### config.mk
export PLATFORM = sky130hd
export DESIGN_NAME = mem_port_arbiter
export DESIGN_NICKNAME = d
export VERILOG_FILES = /design/src/rtl/mem_port_arbiter.sv
export SDC_FILE = /design/constraint.sdc
export NUM_CORES = 1
export LEC_CHECK = 0
export BUFFER_PORTS_ARGS = -buffer_cell sky130_fd_sc_hd__buf_4
export CORE_AREA = 4 4 109 111
export DETAILED_ROUTE_END_ITERATION = 16
export DIE_AREA = 0 0 113 115
export GPL_TIMING_DRIVEN = 0
export MAX_ROUTING_LAYER = met4
export PLACE_DENSITY_LB_ADDON = 0.05
export RECOVER_POWER = 100
export SLEW_MARGIN = 5
export SYNTH_ARGS = -nofsm -noshare
export SYNTH_HDL_FRONTEND = slang
export SYNTH_SLANG_ARGS = --single-unit
### constraint.sdc
create_clock -name clk -period 2.4 [get_ports clk]
set_input_delay 0.24 -clock clk [delete_from_list [all_inputs] [get_ports clk]]
set_output_delay 0.24 -clock clk [all_outputs]
set_load 0.005 [all_outputs]
### src/rtl/mem_port_arbiter.sv
// Round-robin arbiter merging NUM_CH cache requesters onto one memory port, one transaction
// in flight. Define MEM_ARB_PRIO_EN to give channel 0 absolute priority over the others.
module mem_port_arbiter #(
    parameter int unsigned NUM_CH     = 2,
    parameter int unsigned ADDR_WIDTH = 32,
    parameter int unsigned DATA_WIDTH = 32,
    parameter int unsigned MASK_WIDTH = DATA_WIDTH / 8
) (
    input  logic                         clk,
    input  logic                         rst,
    input  logic [NUM_CH-1:0]            ch_req,
    input  logic [2*NUM_CH-1:0]          ch_rw_flag,
    input  logic [NUM_CH*ADDR_WIDTH-1:0] ch_addr,
    input  logic [NUM_CH*DATA_WIDTH-1:0] ch_wdata,
    input  logic [NUM_CH*MASK_WIDTH-1:0] ch_mask,
    output logic [NUM_CH-1:0]            ch_grant,
    output logic [NUM_CH-1:0]            ch_done,
    output logic [DATA_WIDTH-1:0]        ch_rdata,
    input  logic                         mem_free,
    input  logic                         mem_read_valid,
    input  logic [DATA_WIDTH-1:0]        mem_rdata,
    output logic [1:0]                   mem_rw_flag,
    output logic [ADDR_WIDTH-1:0]        mem_addr,
    output logic [DATA_WIDTH-1:0]        mem_wdata,
    output logic [MASK_WIDTH-1:0]        mem_mask
);

    localparam int unsigned IDX_W = (NUM_CH > 1) ? $clog2(NUM_CH) : 1;

    localparam logic [1:0] OpNone  = 2'b00;
    localparam logic [1:0] OpRead  = 2'b01;
    localparam logic [1:0] OpWrite = 2'b10;

    typedef enum logic [1:0] {StIdle, StIssue, StWait} state_e;

    state_e            state_q;
    logic [IDX_W-1:0]  rr_ptr_q;
    logic [IDX_W-1:0]  idx_q;
    logic [IDX_W-1:0]  winner;
    logic [IDX_W-1:0]  cand;
    logic [IDX_W-1:0]  ptr_next;
    logic [NUM_CH-1:0] elig;
    logic [NUM_CH-1:0] rr_elig;
    logic              found;

    // A channel in its own done cycle is masked so a still-held request is not re-sampled.
    always_comb begin
        elig = '0;
        for (int unsigned i = 0; i < NUM_CH; i++) begin
            elig[i] = ch_req[i] && !ch_done[i] &&
                      (ch_rw_flag[2*i +: 2] == OpRead || ch_rw_flag[2*i +: 2] == OpWrite);
        end
    end

    always_comb begin
        rr_elig = elig;
`ifdef MEM_ARB_PRIO_EN
        rr_elig[0] = 1'b0;
`endif
    end

    always_comb begin
        found  = 1'b0;
        winner = '0;
        cand   = '0;
        for (int unsigned k = 0; k < NUM_CH; k++) begin
            cand = IDX_W'((32'(rr_ptr_q) + k) % NUM_CH);
            if (!found && rr_elig[cand]) begin
                found  = 1'b1;
                winner = cand;
            end
        end
`ifdef MEM_ARB_PRIO_EN
        if (elig[0]) begin
            found  = 1'b1;
            winner = '0;
        end
`endif
        ptr_next = (32'(winner) == NUM_CH - 1) ? '0 : winner + IDX_W'(1);
    end

    always_ff @(posedge clk) begin
        if (rst) begin
            state_q     <= StIdle;
            rr_ptr_q    <= '0;
            idx_q       <= '0;
            ch_grant    <= '0;
            ch_done     <= '0;
            ch_rdata    <= '0;
            mem_rw_flag <= OpNone;
            mem_addr    <= '0;
            mem_wdata   <= '0;
            mem_mask    <= '0;
        end else begin
            ch_grant <= '0;
            ch_done  <= '0;
            case (state_q)
                StIdle: begin
                    if (found) begin
                        idx_q            <= winner;
                        mem_rw_flag      <= ch_rw_flag[2*winner +: 2];
                        mem_addr         <= ch_addr[32'(winner)*ADDR_WIDTH +: ADDR_WIDTH];
                        mem_wdata        <= ch_wdata[32'(winner)*DATA_WIDTH +: DATA_WIDTH];
                        mem_mask         <= ch_mask[32'(winner)*MASK_WIDTH +: MASK_WIDTH];
                        ch_grant[winner] <= 1'b1;
`ifdef MEM_ARB_PRIO_EN
                        if (winner != '0) begin
                            rr_ptr_q <= ptr_next;
                        end
`else
                        rr_ptr_q <= ptr_next;
`endif
                        state_q <= StIssue;
                    end
                end
                StIssue: begin
                    // The latched op lives in mem_rw_flag for as long as the command is held.
                    if (mem_free) begin
                        mem_rw_flag <= OpNone;
                        if (mem_rw_flag == OpWrite) begin
                            ch_done[idx_q] <= 1'b1;
                            state_q        <= StIdle;
                        end else begin
                            state_q <= StWait;
                        end
                    end
                end
                StWait: begin
                    if (mem_read_valid) begin
                        ch_rdata       <= mem_rdata;
                        ch_done[idx_q] <= 1'b1;
                        state_q        <= StIdle;
                    end
                end
                default: state_q <= StIdle;
            endcase
        end
    end

endmodule

**After elaboration in Yosys (flattened, before gate mapping)**

Cells that the tools add are included.

- Register bits after elaboration: 110
- Input bits: 178
- Output and inout port bits: 106
- Logic and storage cells: 78

- $add $sub $neg: 2
- $lt $le $gt $ge: 6
- Equality and inequality tests: 10
- Shift-type cells: 4
- Mux-type cells: 25
- Bitwise gates (word level): 2
- Reductions and logical operators: 19

Operators with widths:

| cell | count |
|---|---|
| 64-bit by 7-bit variable part select with 32-bit output | 2 |
| 2-bit 2-to-1 mux | 9 |
| 1-bit 2-to-1 mux | 11 |
| 2-bit == test (second input constant) | 4 |
| 1-bit by 2-bit < comparator with 1-bit output (second input constant) | 4 |
| 2-bit one-hot mux with 2 select lines | 2 |
| 8-bit by 4-bit variable part select with 4-bit output | 1 |
| 1-bit logical AND | 7 |
| 2-bit by 1-bit == test with 1-bit output (second input constant) | 3 |
| 2-bit inequality test (second input constant) | 3 |
| 2-bit one-hot mux with 3 select lines | 1 |
| 3-bit AND reduction | 2 |
| 2-bit AND reduction | 2 |
| 4-bit by 3-bit variable part select with 2-bit output | 1 |
| 1-bit zero test | 3 |
| 3-bit OR reduction | 1 |
| 1-bit adder (second input constant) | 2 |
| 1-bit demux with 1-bit select | 2 |
| 1-bit >= comparator (second input constant) | 2 |
| 2-bit zero test | 1 |
| 1-bit logical OR | 2 |
| 1-bit inverter | 2 |
| 2-bit nonzero test | 1 |

**Longest topological paths before layout**

Gate-level depths: netlist of run 1.

- Depth after elaboration: 13
- Mapped depth: 9
- Depth with buffers taken out: 6

**Worst setup path after synthesis of run 1**

OpenSTA, ideal clock, no wires.

- Path type: register to register
- Start point: reg state_q[0]
- End point: reg mem_wdata[10]
- Setup time: 59 ps
- Data arrival time: 1,818 ps
- Data required time: 2,341 ps
- Path slack: 523 ps
- Cell stages (with the launch flop): 10
- Path buffers: 3
- Clock period less this slack: 1,877 ps
- Path through: dfxtp_1 -> inv_1 -> ha_1 -> clkbuf_2 -> nand2b_2 -> a2111oi_4 -> buf_4 -> clkbuf_1 -> and2_1 -> a221o_1

- Cells in the longest elaborated chain, start to end: 2

RTL lines:

| item | line | RTL |
|---|---|---|
| start, declared | 36 | `state_e state_q;` |
| start signal, assigned | 84 | `state_q <= StIdle;` |
| start signal, assigned | 113 | `state_q <= StIssue;` |
| start signal, assigned | 122 | `state_q <= StIdle;` |
| 2-bit zero test | 97 | `case (state_q)` |
| 2-bit AND reduction (no line) | n/a |  |
| end signal, assigned | 103 | `mem_wdata <= ch_wdata[32'(winner)*DATA_WIDTH +: DATA_WIDTH];` |
| end, declared | 24 | `output logic [DATA_WIDTH-1:0] mem_wdata,` |

No other way between the ends.
A chain may end at the register's enable or synchronous reset.

**Final worst setup path of run 1**

- Start point: reg ch_done[1]
- End point: reg mem_wdata[17]

- Cells in the longest elaborated chain, start to end: 10
- Elaborated cells between the ends (all ways): 15
- Classes of those cells: shift (1); mux (8); reduce/logical (6)

RTL lines:

| item | line | RTL |
|---|---|---|
| start, declared | 17 | `output logic [NUM_CH-1:0] ch_done,` |
| start signal, assigned | 88 | `ch_done <= '0;` |
| start signal, assigned | 96 | `ch_done <= '0;` |
| start signal, assigned by index | 121 | `ch_done[idx_q] <= 1'b1;` |
| 1-bit zero test (*) | 50 | `elig[i] = ch_req[i] && !ch_done[i] &&` |
| 1-bit logical AND (*) (2 in series) | 50 |  |
| 1-bit 2-to-1 mux (implied by the code) (2 in series) | 68 | `if (!found && rr_elig[cand]) begin` |
| 1-bit 2-to-1 mux | 68 |  |
| 1-bit zero test | 68 |  |
| 1-bit logical AND | 68 |  |
| 1-bit 2-to-1 mux | 68 |  |
| 64-bit by 7-bit variable part select with 32-bit output or 2-bit AND reduction (tied branches) | n/a |  |

Mark *: on every way between the ends. The rest lies on a longest branch, timed or not. The select of a mux whose other input is x is not followed.

==> run_results.csv, run 1 <==
group,metric,value,unit
sta,hold_viol,0,
placed_design,place_inst,848,
synth,synth-seq-cells,110,
power_and_ir_drop,power_switching,0.00137,W
worst_setup_path,worstSetupPathType,"flop to flop",
detailed_routing,vias,4302,
worst_setup_path,cp-startpoint,"ch_done[1]",
power_and_ir_drop,p_int,0.00351,W
grt,grt_max_degree,17,
finish,antenna_cells,0,
synth,yosys.cell_count.top_type,"dfxtp_1",
finish,stdcell_count,865,
placed_design,gp_congestion,0.840,
clock_tree,cts_buffers,9,
die,chipHeight,115,um
worst_setup_path,ff2ff_path_depth,6,
finish,final_cell_area,6700,sq um
finish,fillers,974,
synth,ys_top_cells_by_area,"dfxtp_1 (52%), a221o_1 (16%), and2_1 (10%)",
finish,area_growth,56.8,%
grt,antenna_found_initial,0,
placed_design,dp_hpwl,11300,um
min_path,whs_path_depth,2,
sta,finalSetupViolations,0,
die,core,10800,sq um
synth,synth.top_cell.area_share,0.516,
clock_tree,clock_path_buffers,2,
synth,synth_edf_count,0,
sta,finalCritPeriodShare,0.896,
clock_tree,cts.sinks,110,
clock_tree,cts_hold_buf,0,
grt,grtUsageTotal,0.213,
synth,postSynthCellCount,425,
sta,slew_headroom,0.615,
sta,worst_pin_slew,0.576,ns
synth,ys_types,40,
power_and_ir_drop,combPwrFrac,0.279,
finish,drive_gt1_frac,0.404,
detailed_routing,wl,14000,um
sta,setup_slack,0.249,ns
synth,syn_area,4270,sq um
worst_setup_path,ff2ff_setup_slack,0.25,ns
detailed_routing,drtAntennaViolNets,0,
worst_setup_path,endpoint,"mem_wdata[17]",
die,fp.dieArea,13000,sq um
synth,synth.net_count,606,
detailed_routing,first_pass_iters,4,
grt,grt_overflow_total,0,
worst_setup_path,cp.required,2.65,ns
placed_design,io_buffers,283,
worst_setup_path,crit_path_start_kind,"flop",
power_and_ir_drop,clkPwrFrac,0.254,
finish,utilization,0.621,
power_and_ir_drop,power_density,728,nW/um^2
detailed_routing,viasPerCell,4.97,
die,num_rows,38,
synth,synth_top_area_cell,"dfxtp_1",
sta,min_period,2.15,ns
die,num_io_pins,284,
grt,grt_pass1_vias,4442,
clock_tree,clock_latency,0.35,ns
finish,nets,902,
synth,async_flop_share,0,
worst_setup_path,r2r-end,"mem_wdata[17]",
detailed_routing,drtIter0Drc,268,
synth,ys_seq_area_frac,0.516,
finish,regArea,2200,sq um
power_and_ir_drop,netSwitchingFraction,0.280,
power_and_ir_drop,seq_power_share,0.467,
detailed_routing,drc_errors,0,
clock_tree,htreeDepth,3,
placed_design,dpl_cell_area,6570,sq um
clock_tree,cts_tree,"built",
finish,multi_input_area,1880,sq um
grt,grt_pass1_wl,21700,um
power_and_ir_drop,p_leak,2.98,nW
die,die_w,113,um
clock_tree,root_buffer,"clkbuf_8",
synth,synth_area_per_cell,10.1,sq um
clock_tree,cts_resized,0,
worst_setup_path,worstPathMaxFanout,10,
sta,skew,0.0123,ns
sta,rsz0062_at_grt,"no",
synth,ys.flop_type,"dfxtp_1",
synth,ys_warn_count,0,
worst_setup_path,endpoint_kind,"flop",
power_and_ir_drop,power.total,0.00488,W
clock_tree,path_clk_slew,0.11,ns
sta,max_freq,465,MHz
job,max_cap_viol_count,0,
worst_setup_path,r2r_start,"ch_done[1]",
synth,synth_top_cells_by_count,"dfxtp_1 (110), and2_1 (69), a221o_1 (68)",
sta,finalMaxSlewViolations,0,
power_and_ir_drop,irDropWorstVdd,0.422,mV
detailed_routing,routedWlPerCell,16.2,um
min_path,hp-class,"input pin to flop",
worst_setup_path,crit_arrival,2.40,ns
outcome,status,"finished clean",
placed_design,place_ws,-0.0164,ns
die,start_util,0.396,
-- cell usage in the layout (no fill, tap or decap), types with 3 or more instances in the layout --
cell type  instances
ha_1               3
inv_1              6
buf_4            181
buf_1              5
dfxtp_1          110
a21oi_1           33
a221o_1           68
clkbuf_1          43
clkbuf_4          80
clkbuf_8          11
and2_0            36
and2_1            33
nand2b_1           3
a31oi_1            3
nand2_1           66
nor2_1             4
buf_2              5
-- how the worst min path moves through the flow --
stage	startpoint	to	slack, ns
2_1_floorplan	mem_rdata[0]	ch_rdata[0]	0.38
3_3_place_gp	idx_q	ch_done[0]	0.44
3_5_place_dp	idx_q	ch_done[0]	0.44
4_1_cts	ch_wdata[4]	mem_wdata[4]	0.09
5_1_grt	ch_mask[0]	mem_mask[0]	0.09
6_report	ch_wdata[15]	mem_wdata[15]	0.10
-- flip-flops by register name, summed over array words and instances (netlist names) --
register     cells
state_q          2
mem_addr        32
mem_rw_flag      2
mem_wdata       32
ch_done          2
idx_q            1
ch_grant         2
rr_ptr_q         1
ch_rdata        32
mem_mask         4
-- cell type report --
cell class                      count  area share
Inverter                            6     0.00336
Buffer                             33      0.0232
Clock inverter                      4      0.0105
Multi-Input combinational cell    276       0.281
Clock buffer                       11      0.0226
Tap cell                          140      0.0261
Sequential cell                   110       0.329
Timing Repair Buffer              285       0.305
-- power by group through the flow --
stage               registers (W)  logic [W]  clock network [W]
detailed placement        0.00232    0.00146                  0
CTS                       0.00229    0.00146            0.00126
global placement          0.00231    0.00143                  0
global route              0.00232    0.00149            0.00133
finish                    0.00228    0.00136            0.00124
floorplan                 0.00233   0.000615                  0
-- metal layers --
| metal | up-vias | share of wire | routed length, um | track usage |
|---|---|---|---|---|
| met5 | - | 0 | 0 | - |
| met2 | 178 | 0.50 | 7080 | 0.367 |
| li1 | 2128 | - | - | - |
| met3 | 25 | 0.075 | 1060 | 0.0537 |
| met1 | 1971 | 0.39 | 5510 | 0.239 |
| met4 | 0 | 0.028 | 394 | 0.0785 |
-- metrics by stage --
stage | setup TNS (ns) | hold WS (ns)
2_1_floorplan | 0 | 0.376
3_3_place_gp | 0 | 0.437
3_5_place_dp | -0.0213 | 0.437
4_1_cts | 0 | 0.0860
5_1_grt | 0 | 0.0867
6_report | 0 | 0.102
-- critical path, stage by stage (launching register included) --
cell and delay [ns]:
dfxtp_1 0.32, nand2b_1 0.26, o2bb2ai_1 0.46, a21oi_1 0.27, buf_6 0.21, clkbuf_2 0.20, a221o_1 0.33
-- kinds of logic (layout without fill, tap and decap cells) --
family	Yosys count	in the layout	synth area share
AOI/OAI and AO/OA	117	117	0.236
xor gates and xnor gates	2	2	0.00762
and+or+nand+nor	151	151	0.183
adders and majority gates	3	3	0.00879
muxes	3	3	0.00732
DFF	110	110	0.516
buffers and inverters	39	339	0.0419
-- timing repair --
action                                 4_1_cts  5_1_grt
pin swaps                                    1        1
endpoints found under the hold margin        0        0
setup buffers                                0        2
setup endpoints to repair                    9       10
Power figures use the tool's default switching activity.
==> run 2: changes to the inputs <==
--- a/config.mk
+++ b/config.mk
@@ -6,9 +6,9 @@
 export NUM_CORES = 1
 export LEC_CHECK = 0
 export BUFFER_PORTS_ARGS = -buffer_cell sky130_fd_sc_hd__buf_4
-export CORE_AREA = 4 4 109 111
+export CORE_AREA = 2 2 110 112
 export DETAILED_ROUTE_END_ITERATION = 16
-export DIE_AREA = 0 0 113 115
+export DIE_AREA = 0 0 112 114
 export GPL_TIMING_DRIVEN = 0
 export MAX_ROUTING_LAYER = met4
 export PLACE_DENSITY_LB_ADDON = 0.05
==> run_results.csv, run 2 (synthesis results as in run 1) <==
group,metric,value,unit
die,num_rows,40,
min_path,hold_path.startpoint,"ch_wdata[19]",
worst_setup_path,ff2ff_path_depth,9,
finish,drive_gt1_frac,0.408,
sta,skew,0.00768,ns
placed_design,io_buffers,283,
clock_tree,path_clk_slew,0.07,ns
clock_tree,root_buffer,"clkbuf_16",
power_and_ir_drop,netSwitchingFraction,0.273,
worst_setup_path,cp.required,2.70,ns
worst_setup_path,crit_arrival,2.43,ns
worst_setup_path,worstSetupPathType,"flop to flop",
die,chipHeight,114,um
clock_tree,htreeDepth,3,
sta,finalSetupViolations,0,
finish,area_growth,59.6,%
worst_setup_path,worstPathMaxFanout,10,
detailed_routing,viasPerCell,4.99,
clock_tree,cts.sinks,110,
clock_tree,clock_latency,0.35,ns
detailed_routing,wl,13400,um
clock_tree,cts_buffers,9,
finish,antenna_cells,0,
grt,grtUsageTotal,0.208,
clock_tree,cts_tree,"built",
clock_tree,cts_hold_buf,0,
power_and_ir_drop,clkPwrFrac,0.307,
detailed_routing,routedWlPerCell,15.4,um
placed_design,gp_congestion,0.801,
detailed_routing,vias,4354,
clock_tree,clock_path_buffers,2,
placed_design,dp_hpwl,10400,um
detailed_routing,first_pass_iters,4,
finish,nets,901,
worst_setup_path,endpoint_kind,"flop",
worst_setup_path,r2r_start,"state_q[0]",
job,max_cap_viol_count,0,
sta,slew_headroom,0.636,
min_path,hp-class,"input pin to flop",
worst_setup_path,r2r-end,"mem_wdata[4]",
power_and_ir_drop,p_int,0.00382,W
sta,finalSetupTns,0,ns
detailed_routing,drc_errors,0,
grt,grt_pass1_vias,4205,
power_and_ir_drop,combPwrFrac,0.259,
finish,reg.largest.list,"ch_rdata (32), mem_addr (32), mem_wdata (32)",
sta,hold_viol,0,
min_path,whs_path_depth,2,
finish,mostFrequentLayoutCells,"buf_4 (180), dfxtp_1 (110), clkbuf_4 (83)",
finish,layout_commonest_cell,"buf_4",
die,num_io_pins,284,
detailed_routing,drtAntennaViolNets,0,
grt,grt_pass1_wl,20400,um
die,core,11700,sq um
power_and_ir_drop,irDropWorstVdd,0.428,mV
grt,grt_overflow_total,0,
worst_setup_path,ff2ff_setup_slack,0.27,ns
sta,min_period,2.13,ns
sta,worst_pin_slew,0.546,ns
power_and_ir_drop,power_switching,0.00143,W
die,fp.dieArea,12800,sq um
grt,grt_max_degree,18,
power_and_ir_drop,seq_power_share,0.434,
grt,antenna_found_initial,0,
sta,finalCritPeriodShare,0.890,
clock_tree,cts_resized,0,
power_and_ir_drop,power.total,0.00526,W
die,start_util,0.365,
die,die_w,112,um
min_path,hold_path_end,"mem_wdata[19]",
power_and_ir_drop,p_leak,3.03,nW
worst_setup_path,crit_path_start_kind,"flop",
finish,fillers,1072,
detailed_routing,drtIter0Drc,252,
sta,max_freq,468,MHz
power_and_ir_drop,power_density,771,nW/um^2
sta,finalMaxSlewViolations,0,
sta,rsz0062_at_grt,"no",
outcome,status,"finished clean",
## run 2: power groups by stage
stage	Combinational, W	Clock [W]	Sequential (W)
after floorplan	0.000615	0	0.00233
after global placement	0.00142	0	0.00232
after detailed placement	0.00146	0	0.00231
after CTS	0.00145	0.00165	0.00229
after global routing	0.00149	0.00173	0.00231
final	0.00136	0.00161	0.00228
## run 2: area by class of cell
class	count	area [sq um]	share of cell area
Tap cell	147	184	0.0270
Clock inverter	5	82.6	0.0121
Inverter	6	22.5	0.00330
Clock buffer	11	243	0.0356
Buffer	33	156	0.0229
Multi-Input combinational cell	276	1880	0.276
Sequential cell	110	2200	0.323
Timing Repair Buffer	284	2050	0.300
## run 2: repair_timing
item,CTS,global route
setup endpoints to repair,10,10
buffers inserted,0,1
endpoints found under the hold margin,0,0
pin swaps,1,1
## run 2: worst max-delay path, stage by stage (launching register included)
cell and delay [ns]:
dfxtp_1 0.33, inv_1 0.08, ha_1 0.14, clkbuf_2 0.19, nand2b_2 0.13, a2111oi_4 0.37
buf_4 0.23, clkbuf_1 0.31, and2_0 0.19, a221o_1 0.10
## run 2: worst max-delay path by stage
stage               start             to  slack, ns
2_1_floorplan  state_q[0]  mem_wdata[10]       0.52
6_report       state_q[0]   mem_wdata[4]       0.27
3_3_place_gp   state_q[0]   mem_wdata[4]       0.04
3_5_place_dp   state_q[0]   mem_wdata[5]      0.001
4_1_cts        state_q[0]   mem_wdata[4]       0.10
5_1_grt        state_q[0]  mem_wdata[13]       0.06
## run 2: per-layer routing
layer,GRT usage,share of wire,vias up,wire length [um]
met5,-,0,-,0
met4,0.0935,0.035,0,471
met3,0.0462,0.067,33,903
met2,0.342,0.49,202,6560
met1,0.245,0.41,1988,5460
li1,-,-,2131,-
## run 2: stage by stage
stage               hold slack, ns  utilization  instances  cell area [sq um]  setup slack (ns)
floorplan                    0.376            -        425               4270             0.523
global placement             0.436        0.562        855               6580            0.0405
detailed placement           0.446        0.562        855               6580           0.00110
CTS                         0.0955        0.590        871               6910             0.103
global route                0.0943        0.582        872               6820            0.0647
finish                       0.104        0.582        872               6820             0.265
